File: config.mk
export PLATFORM = sky130hd
export DESIGN_NAME = gen_sink_link
export DESIGN_NICKNAME = d
export VERILOG_FILES = /design/src/rtl/gen_sink_link.sv
export SDC_FILE = /design/constraint.sdc
export NUM_CORES = 1
export LEC_CHECK = 0
export CAP_MARGIN = 15
export CELL_PAD_IN_SITES_DETAIL_PLACEMENT = 1
export CELL_PAD_IN_SITES_GLOBAL_PLACEMENT = 1
export CORE_MARGIN = 3
export CORE_UTILIZATION = 41
export CTS_BUF_LIST = sky130_fd_sc_hd__clkbuf_8
export CTS_CLUSTER_DIAMETER = 100
export DETAILED_ROUTE_END_ITERATION = 10
export PLACE_DENSITY = 0.81
export SLEW_MARGIN = 30
export SYNTH_ARGS = -nofsm -noshare
export SYNTH_HDL_FRONTEND = slang
export SYNTH_SLANG_ARGS = --single-unit
File: constraint.sdc
create_clock -name clk_i -period 1.8 [get_ports clk_i]
set_input_delay 0.36 -clock clk_i [delete_from_list [all_inputs] [get_ports clk_i]]
set_output_delay 0.36 -clock clk_i [all_outputs]
set_load 0.02 [all_outputs]
File: src/rtl/gen_sink_link.sv
// gen_sink_link: source (const/count/ext) -> DEPTH-entry FIFO -> registered sink.
// Define GEN_SINK_LINK_CHECK_EN to add the incrementing-sequence sink checker.
module gen_sink_link #(
  parameter int WIDTH = 8,
  parameter int DEPTH = 4,
  parameter int INIT  = 1
) (
  input  logic                       clk_i,
  input  logic                       rst_ni,
  input  logic                       clr_i,
  input  logic [1:0]                 mode_i,
  input  logic                       src_en_i,
  input  logic [WIDTH-1:0]           din_i,
  input  logic                       snk_en_i,
  output logic [WIDTH-1:0]           dout_o,
  output logic                       dout_vld_o,
  output logic [$clog2(DEPTH):0]     level_o,
  output logic                       full_o,
  output logic                       empty_o,
  output logic                       ovf_o,
  output logic [7:0]                 err_cnt_o
);
  localparam int AW = $clog2(DEPTH);
  localparam logic [WIDTH-1:0] INIT_W = WIDTH'(INIT);
  logic [WIDTH-1:0] mem_q [DEPTH];
  logic [AW-1:0] wptr_q, wptr_d, rptr_q, rptr_d;
  logic [AW:0] level_q, level_d;
  logic [WIDTH-1:0] cnt_q, cnt_d, dout_q, dout_d, wdata, head;
  logic vld_q, vld_d, ovf_q, ovf_d, src_act, push, pop;
  assign full_o     = level_q == (AW+1)'(DEPTH);
  assign empty_o    = level_q == '0;
  assign level_o    = level_q;
  assign dout_o     = dout_q;
  assign dout_vld_o = vld_q;
  assign ovf_o      = ovf_q;
  assign head       = mem_q[rptr_q];
  always_comb begin
    src_act = src_en_i && mode_i != 2'b11;
    push    = src_act && !full_o;
    pop     = snk_en_i && !empty_o;
    wdata   = mode_i == 2'b00 ? INIT_W : mode_i == 2'b01 ? cnt_q : din_i;
    wptr_d  = clr_i ? '0 : push ? wptr_q + AW'(1) : wptr_q;
    rptr_d  = clr_i ? '0 : pop ? rptr_q + AW'(1) : rptr_q;
    level_d = clr_i ? '0 : (push && !pop) ? level_q + (AW+1)'(1) :
              (pop && !push) ? level_q - (AW+1)'(1) : level_q;
    cnt_d   = clr_i ? INIT_W : (push && mode_i == 2'b01) ? cnt_q + WIDTH'(1) : cnt_q;
    dout_d  = clr_i ? '0 : pop ? head : dout_q;
    vld_d   = !clr_i && pop;
    ovf_d   = !clr_i && (ovf_q || (src_act && full_o));
  end
  always_ff @(posedge clk_i) begin
    if (push && !clr_i) mem_q[wptr_q] <= wdata;
  end
  always_ff @(posedge clk_i or negedge rst_ni) begin
    if (!rst_ni) begin
      wptr_q  <= '0;
      rptr_q  <= '0;
      level_q <= '0;
      cnt_q   <= INIT_W;
      dout_q  <= '0;
      vld_q   <= 1'b0;
      ovf_q   <= 1'b0;
    end else begin
      wptr_q  <= wptr_d;
      rptr_q  <= rptr_d;
      level_q <= level_d;
      cnt_q   <= cnt_d;
      dout_q  <= dout_d;
      vld_q   <= vld_d;
      ovf_q   <= ovf_d;
    end
  end
`ifdef GEN_SINK_LINK_CHECK_EN
  logic [WIDTH-1:0] exp_q, exp_d;
  logic [7:0] err_q, err_d;
  logic chk;
  always_comb begin
    chk   = pop && mode_i == 2'b01;
    exp_d = clr_i ? INIT_W : chk ? head + WIDTH'(1) : exp_q;
    err_d = clr_i ? '0 : (chk && head != exp_q && err_q != 8'hFF) ? err_q + 8'd1 : err_q;
  end
  always_ff @(posedge clk_i or negedge rst_ni) begin
    if (!rst_ni) begin
      exp_q <= INIT_W;
      err_q <= '0;
    end else begin
      exp_q <= exp_d;
      err_q <= err_d;
    end
  end
  assign err_cnt_o = err_q;
`else
  assign err_cnt_o = '0;
`endif
endmodule

==> summary.txt, run 1 <==
Arr. time, crit path -> 2.06 ns
Net count, final -> 292
Worst Setup End Kind -> flop
Status -> finished, violations left
Clock Latency Late Sink -> 0.33 ns
Gr ovfl total -> 0
Synth Area in Simple Gates -> 0.1461
Final instance area -> 0.003463 sq mm
Synthesized area -> 0.002680 sq mm
Sequential area share after synthesis -> 0.5924
Full die area -> 0.007543 sq mm
Placer's final routability congestion estimate -> 0.7331
Clock skew -> 0.005248 ns
Post-DP HPWL -> 4440 um
Slew HR -> 0.6349
IO Count -> 38
Compound-Gate Fraction of Synth Area -> 0.05182
Worst-path maximum fanout -> 3
PortBufs -> 29
Vias in the first global route -> 2004
Startpoint class of the critical path -> flop
Yosys cell types -> 37
Setup TNS -> -0.1106 ns
Maximum VDD drop -> 0.0005772 V
Adder-cell share of the synthesized area -> 0.03081
Ys Warns -> 0
Vias per inst -> 5.068
Final WS setup -> -0.04664 ns
Layout Area Growth over Synthesis -> 29.22%
Setup WS pre-CTS -> -0.3818 ns
Min-delay worst type -> in2async
Synth top area cells -> edfxtp_1 (36%), dfrtp_1 (22%), mux4_2 (6.7%), nand2_1 (5.0%), nor2_1 (2.8%)
Via count -> 1779
Yosys top cell by area -> edfxtp_1
Cts bufs inserted -> 9
Final Total Pwr -> 4.303 mW
CTS tree -> yes
Mux share of post-synthesis cell area -> 0.08964
Yosys top cell area share -> 0.3585
Largest net degree at the start of global routing -> 26
Post-Synth XOR/XNOR Area -> 0.03548
FMAX -> 541.5 MHz
Final Slew Violations -> 0
WL final -> 6203 um
Initial antenna violation count -> 0
All-Layer GR Usage -> 0.1852
Filler Cells Inserted -> 631
RSZ-0062 raised after global routing -> true
TritonRoute pass-1 iters -> 4
Row count -> 28
Yosys reg bits -> 57
Max-Cap Viols -> 0
Pwr Density -> 1243 mW/mm^2
Global-route wire length before repair -> 10330 um
Hold buffer count at cts -> 0
Placed cells -> 335
Tcrit/Tclk final -> 1.026
Fraction of layout cells with a size suffix above 1 -> 0.2572
Syn_area_per_cell -> 12.35 sq um
Drt wl/cell -> 17.67 um
Crit path kind -> reg2reg
Layout Cells excl Fill -> 351
Die Wd -> 86.85 um
H-tree levels -> 3
Core box area -> 0.006131 sq mm
Placement Cell Area -> 0.003221 sq mm
Clk root buf -> clkbuf_8
Worst-Margin Slew -> 0.5476 ns
Initial Util -> 0.4371
Maximum buffer depth of the clock tree -> 2
# diodes -> 0
Critical Path RT -> 2.01 ns
CTS sink cnt -> 57
Hold Vio Cnt, Final -> 0
ANT nets after route -> 0
DIE HEIGHT -> 86.85 um
Worst-path clk slew -> 0.07 ns
DRT iter0 DRCs -> 56
Gate Count Post-Synth -> 217
Largest family of logic cells by synthesized area -> simple AND/OR/NAND/NOR gates
Leakage -> 1.361 nW
Failing checks -> negative setup slack
Setup violators final -> 3
Fin crit period -> 1.847 ns
Setup Fix Bufs, Post-CTS -> 0
DRC -> 0
## metal layers
layer | part of all wire | track usage
met5 | 0 | 0
met2 | 0.52 | 0.3112
met4 | 0.0079 | 0.07790
met3 | 0.026 | 0.03784
met1 | 0.44 | 0.2321
## Yosys cell counts, drive strengths merged
cell	instances
nand2	36
edfxtp	32
dfrtp	24
nor2	20
buf	16
a21oi	12
o21ai	9
xnor2	9
mux4	8
ha	5
inv	5
nand2b	5
nor4b	5
and2	4
clkbuf	4
mux2i	3
nor3b	3
mux2	2
nor3	2
a21boi	1
a31o	1
conb	1
dfstp	1
fa	1
nand3	1
nand3b	1
nand4	1
nor4	1
o221ai	1
o31a	1
or2	1
xor2	1
## final timing paths
| kind | end | depth (start not counted) | start | slack (ns) |
|---|---|---|---|---|
| setup reg to reg | level_o[1] | 6 | level_o[1] | -0.05 |
| setup / recovery | level_o[1] | 6 | level_o[1] | -0.05 |
| max in group asynchronous | cnt_q[0] | 2 | rst_ni | 1.07 |
| hold / removal | dout_o[2] | 2 | rst_ni | 0.42 |
| min in group clk_i | ovf_o | 2 | ovf_o | 0.52 |
| hold reg to reg | ovf_o | 2 | ovf_o | 0.52 |
## metrics by stage
| stage | hold slack, ns | util |
|---|---|---|
| after detailed placement | 0.5028 | 0.5253 |
| after global routing | 0.4454 | 0.5649 |
| final | 0.4188 | 0.5649 |
| after floorplan | 0.06441 | - |
| after CTS | 0.4175 | 0.5655 |
| after global placement | 0.5095 | 0.5253 |
## final cells by class
class | instances | area [sq um] | share of cell area
Clock buffer | 9 | 123.9 | 0.03577
Tap cell | 75 | 93.84 | 0.02710
Inverter | 5 | 18.77 | 0.005419
Sequential cell | 57 | 1592 | 0.4595
Clock inverter | 7 | 86.33 | 0.02493
Timing Repair Buffer | 56 | 523.0 | 0.1510
Multi-Input combinational cell | 142 | 1026 | 0.2962
## where the power goes
part           total, mW  switching, mW  internal [mW]
Clock               1.27          0.506          0.766
Sequential          1.67          0.138           1.53
Combinational       1.36          0.680          0.680
## cells by family after synthesis
logic type	after synthesis
fa+ha+maj	6
compound gates	25
mux	13
flops	57
simple gates	80
other cells	1
xor+xnor	10
buf+inv	25
## sequential cells by signal, summed over array words and instances (netlist names)
signal,flops
cnt_q,8
dout_o,8
dout_vld_o,1
level_o,3
mem_q,32
ovf_o,1
rptr_q,2
wptr_q,2
## cells in the final DEF, fill, tap and decap left out, drive strengths merged
cell type	Yosys	final
nand2	36	36
edfxtp	32	32
buf	16	28
clkdlybuf4s50	0	24
dfrtp	24	24
nor2	20	20
a21oi	12	12
o21ai	9	9
clkbuf	4	9
xnor2	9	9
mux4	8	8
conb	1	8
inv	5	6
ha	5	5
nand2b	5	5
nor4b	5	5
and2	4	4
mux2i	3	3
clkinv	0	3
dlygate4sd2	0	3
nor3b	3	3
mux2	2	2
bufinv	0	2
nor3	2	2
a21boi	1	1
o31a	1	1
nand3b	1	1
nand4	1	1
nand3	1	1
nor4	1	1
xor2	1	1
a31o	1	1
or2	1	1
o221ai	1	1
fa	1	1
clkinvlp	0	1
dfstp	1	1
clkdlybuf4s15	0	1
## worst max-delay path, cell delays in order, from the launching register on
cell and delay, ns:
dfrtp_2 0.43, nor3b_4 0.24, nand2b_4 0.18, nor2_2 0.05
fa_2 0.53, nor2_2 0.03, mux2_4 0.27
## repair_timing
action | 4_1_cts | 5_1_grt
gates resized for setup | 16 | 2
pin swaps | 1 | 0
setup endpoints to repair | 39 | 36
(Power assumes the default switching activity.)
==> run 2, diff against run 1 <==
--- a/config.mk
+++ b/config.mk
@@ -8,7 +8,6 @@
 export CAP_MARGIN = 15
 export CELL_PAD_IN_SITES_DETAIL_PLACEMENT = 1
 export CELL_PAD_IN_SITES_GLOBAL_PLACEMENT = 1
-export CORE_MARGIN = 3
 export CORE_UTILIZATION = 41
 export CTS_BUF_LIST = sky130_fd_sc_hd__clkbuf_8
 export CTS_CLUSTER_DIAMETER = 100
==> summary.txt, run 2 (same netlist as run 1, synthesis figures left out) <==
Setup violators final -> 2
All-Layer GR Usage -> 0.1958
IO Count -> 38
Clock power share -> 0.280
Arr. time, crit path -> 2.12 ns
Final WS setup -> -0.1268 ns
Met3 global-route usage -> 0.04573
Hold Vio Cnt, Final -> 0
Grt met2 use -> 0.3316
DRT iter0 DRCs -> 94
Placer's final routability congestion estimate -> 0.7968
Switching Share -> 0.3101
Fraction of layout cells with a size suffix above 1 -> 0.2695
Worst-path maximum fanout -> 3
Full die area -> 0.006864 sq mm
Row count -> 29
Placement Cell Area -> 0.003246 sq mm
H-tree levels -> 3
Tcrit/Tclk final -> 1.070
Int Power -> 2.941 mW
Worst Setup End Kind -> flop
Maximum buffer depth of the clock tree -> 2
Met1 Usage GRT -> 0.2425
FMAX -> 519.0 MHz
Largest net degree at the start of global routing -> 26
Maximum VDD drop -> 0.0005864 V
Post-DP HPWL -> 4386 um
Final Total Pwr -> 4.263 mW
Gr ovfl total -> 0
PortBufs -> 29
Worst-path clk slew -> 0.07 ns
Vias per inst -> 5.006
Clk root buf -> clkbuf_8
Combinational Power Share -> 0.339
TritonRoute pass-1 iters -> 4
WL final -> 6095 um
Initial Util -> 0.4245
Startpoint class of the critical path -> flop
Slew HR -> 0.5758
Cells on worst reg2reg path -> 7
Grt peak-use layer -> met2
Sequential power share -> 0.382
Placed cells -> 340
Initial antenna violation count -> 0
Status -> finished, violations left
Hold buffer count at cts -> 0
Critical Path RT -> 1.99 ns
Layout Area Growth over Synthesis -> 31.14%
Pwr Density -> 1213 mW/mm^2
CTS tree -> yes
RSZ-0062 raised after global routing -> true
Max FFs per register -> 32
Min-delay worst type -> in2async
DIE HEIGHT -> 82.85 um
Leakage -> 1.402 nW
Crit path kind -> reg2reg
# diodes -> 0
Via count -> 1797
Footprint of the multi-input gates -> 0.001044 sq mm
Worst-Margin Slew -> 0.6296 ns
Vias in the first global route -> 1972
Sw Pwr -> 1.322 mW
Final Slew Violations -> 0
ANT nets after route -> 0
DRC -> 0
Most frequent cells in the layout -> nand2_1 (36), edfxtp_1 (32), buf_4 (29)
Reg with most FFs -> mem_q
Most common cell after layout, fill and taps aside -> nand2_1
Drt wl/cell -> 16.98 um
Cts bufs inserted -> 9
Layout Cells excl Fill -> 359
Global-route wire length before repair -> 10270 um
Die Wd -> 82.85 um
Core box area -> 0.006314 sq mm
Final hold slack -> 0.3925 ns
Filler Cells Inserted -> 689
Register area -> 0.001592 sq mm
Fin crit period -> 1.927 ns
Failing checks -> negative setup slack
Clock Latency Late Sink -> 0.33 ns
CTS sink cnt -> 57
Max-Cap Viols -> 0
Clock skew -> 0.005913 ns
Net count, final -> 298
Final instance area -> 0.003515 sq mm
-- run 2: cell types whose count changed in the layout (fill, tap and decap cells not counted), sizes merged --
cell and delta:
buf +7, clkbuf +2, clkinv -1, clkdlybuf4s15 -1, inv +1, bufinv -1
clkinvlp -1
-- run 2: per-layer routing --
metal / part of all wire / up-vias
met3: 0.032 / 9
met2: 0.51 / 38
met4: 0.015 / 0
li1: - / 858
met5: 0 / -
met1: 0.44 / 892
-- run 2: what timing repair did --
item                                    4_1_cts  5_1_grt
gates cloned                                  0        0
gates resized for setup                      17        6
pin swaps                                     2        4
setup buffers                                 2        1
endpoints found under the setup margin       39       34
endpoints found under the hold margin         0        0
-- run 2: layout make-up --
| cell class | instances | area share |
|---|---|---|
| clock buffers | 11 | 0.04308 |
| clock inverters | 5 | 0.01353 |
| inverters | 5 | 0.005340 |
| multi-input cells | 142 | 0.2969 |
| flip-flops and latches | 57 | 0.4528 |
| well taps | 77 | 0.02741 |
| repair buffers | 62 | 0.1609 |
-- run 2: path summary, 6_finish.rpt --
kind | end | from | slack (ns)
setup / recovery | level_o[2] | level_o[0] | -0.13
hold / removal | dout_vld_o | rst_ni | 0.39
setup reg to reg | level_o[2] | level_o[0] | -0.13
hold reg to reg | ovf_o | ovf_o | 0.51
max in group asynchronous | cnt_q[0] | rst_ni | 1.10
min in group clk_i | ovf_o | ovf_o | 0.51
-- run 2: power by group through the flow --
| stage | combinational [mW] | clock [mW] | sequential, mW |
|---|---|---|---|
| after detailed placement | 1.39 | 0 | 1.64 |
| after floorplan | 0.759 | 0 | 1.74 |
| after CTS | 1.40 | 1.23 | 1.62 |
| after global placement | 1.32 | 0 | 1.63 |
| final | 1.44 | 1.19 | 1.63 |
| after global routing | 1.55 | 1.28 | 1.65 |
-- run 2: through the flow --
step             util  TNS (ns)  worst slack, ns
3_5_place_dp   0.5141    -17.39          -0.5480
2_1_floorplan       -   -0.1581         -0.09307
3_3_place_gp   0.5141    -13.25          -0.4255
6_report       0.5567   -0.1986          -0.1268
4_1_cts        0.5493   -0.1292         -0.08291
5_1_grt        0.5567   -0.3362          -0.1952
-- run 2: worst max-delay path, stage by stage, from the launching register on --
cell and delay (ns):
dfrtp_2 0.43, nor3b_4 0.25, nand2b_4 0.20, nor2_4 0.04, fa_2 0.37, nor4b_4 0.14
mux2i_1 0.20, o221ai_1 0.15
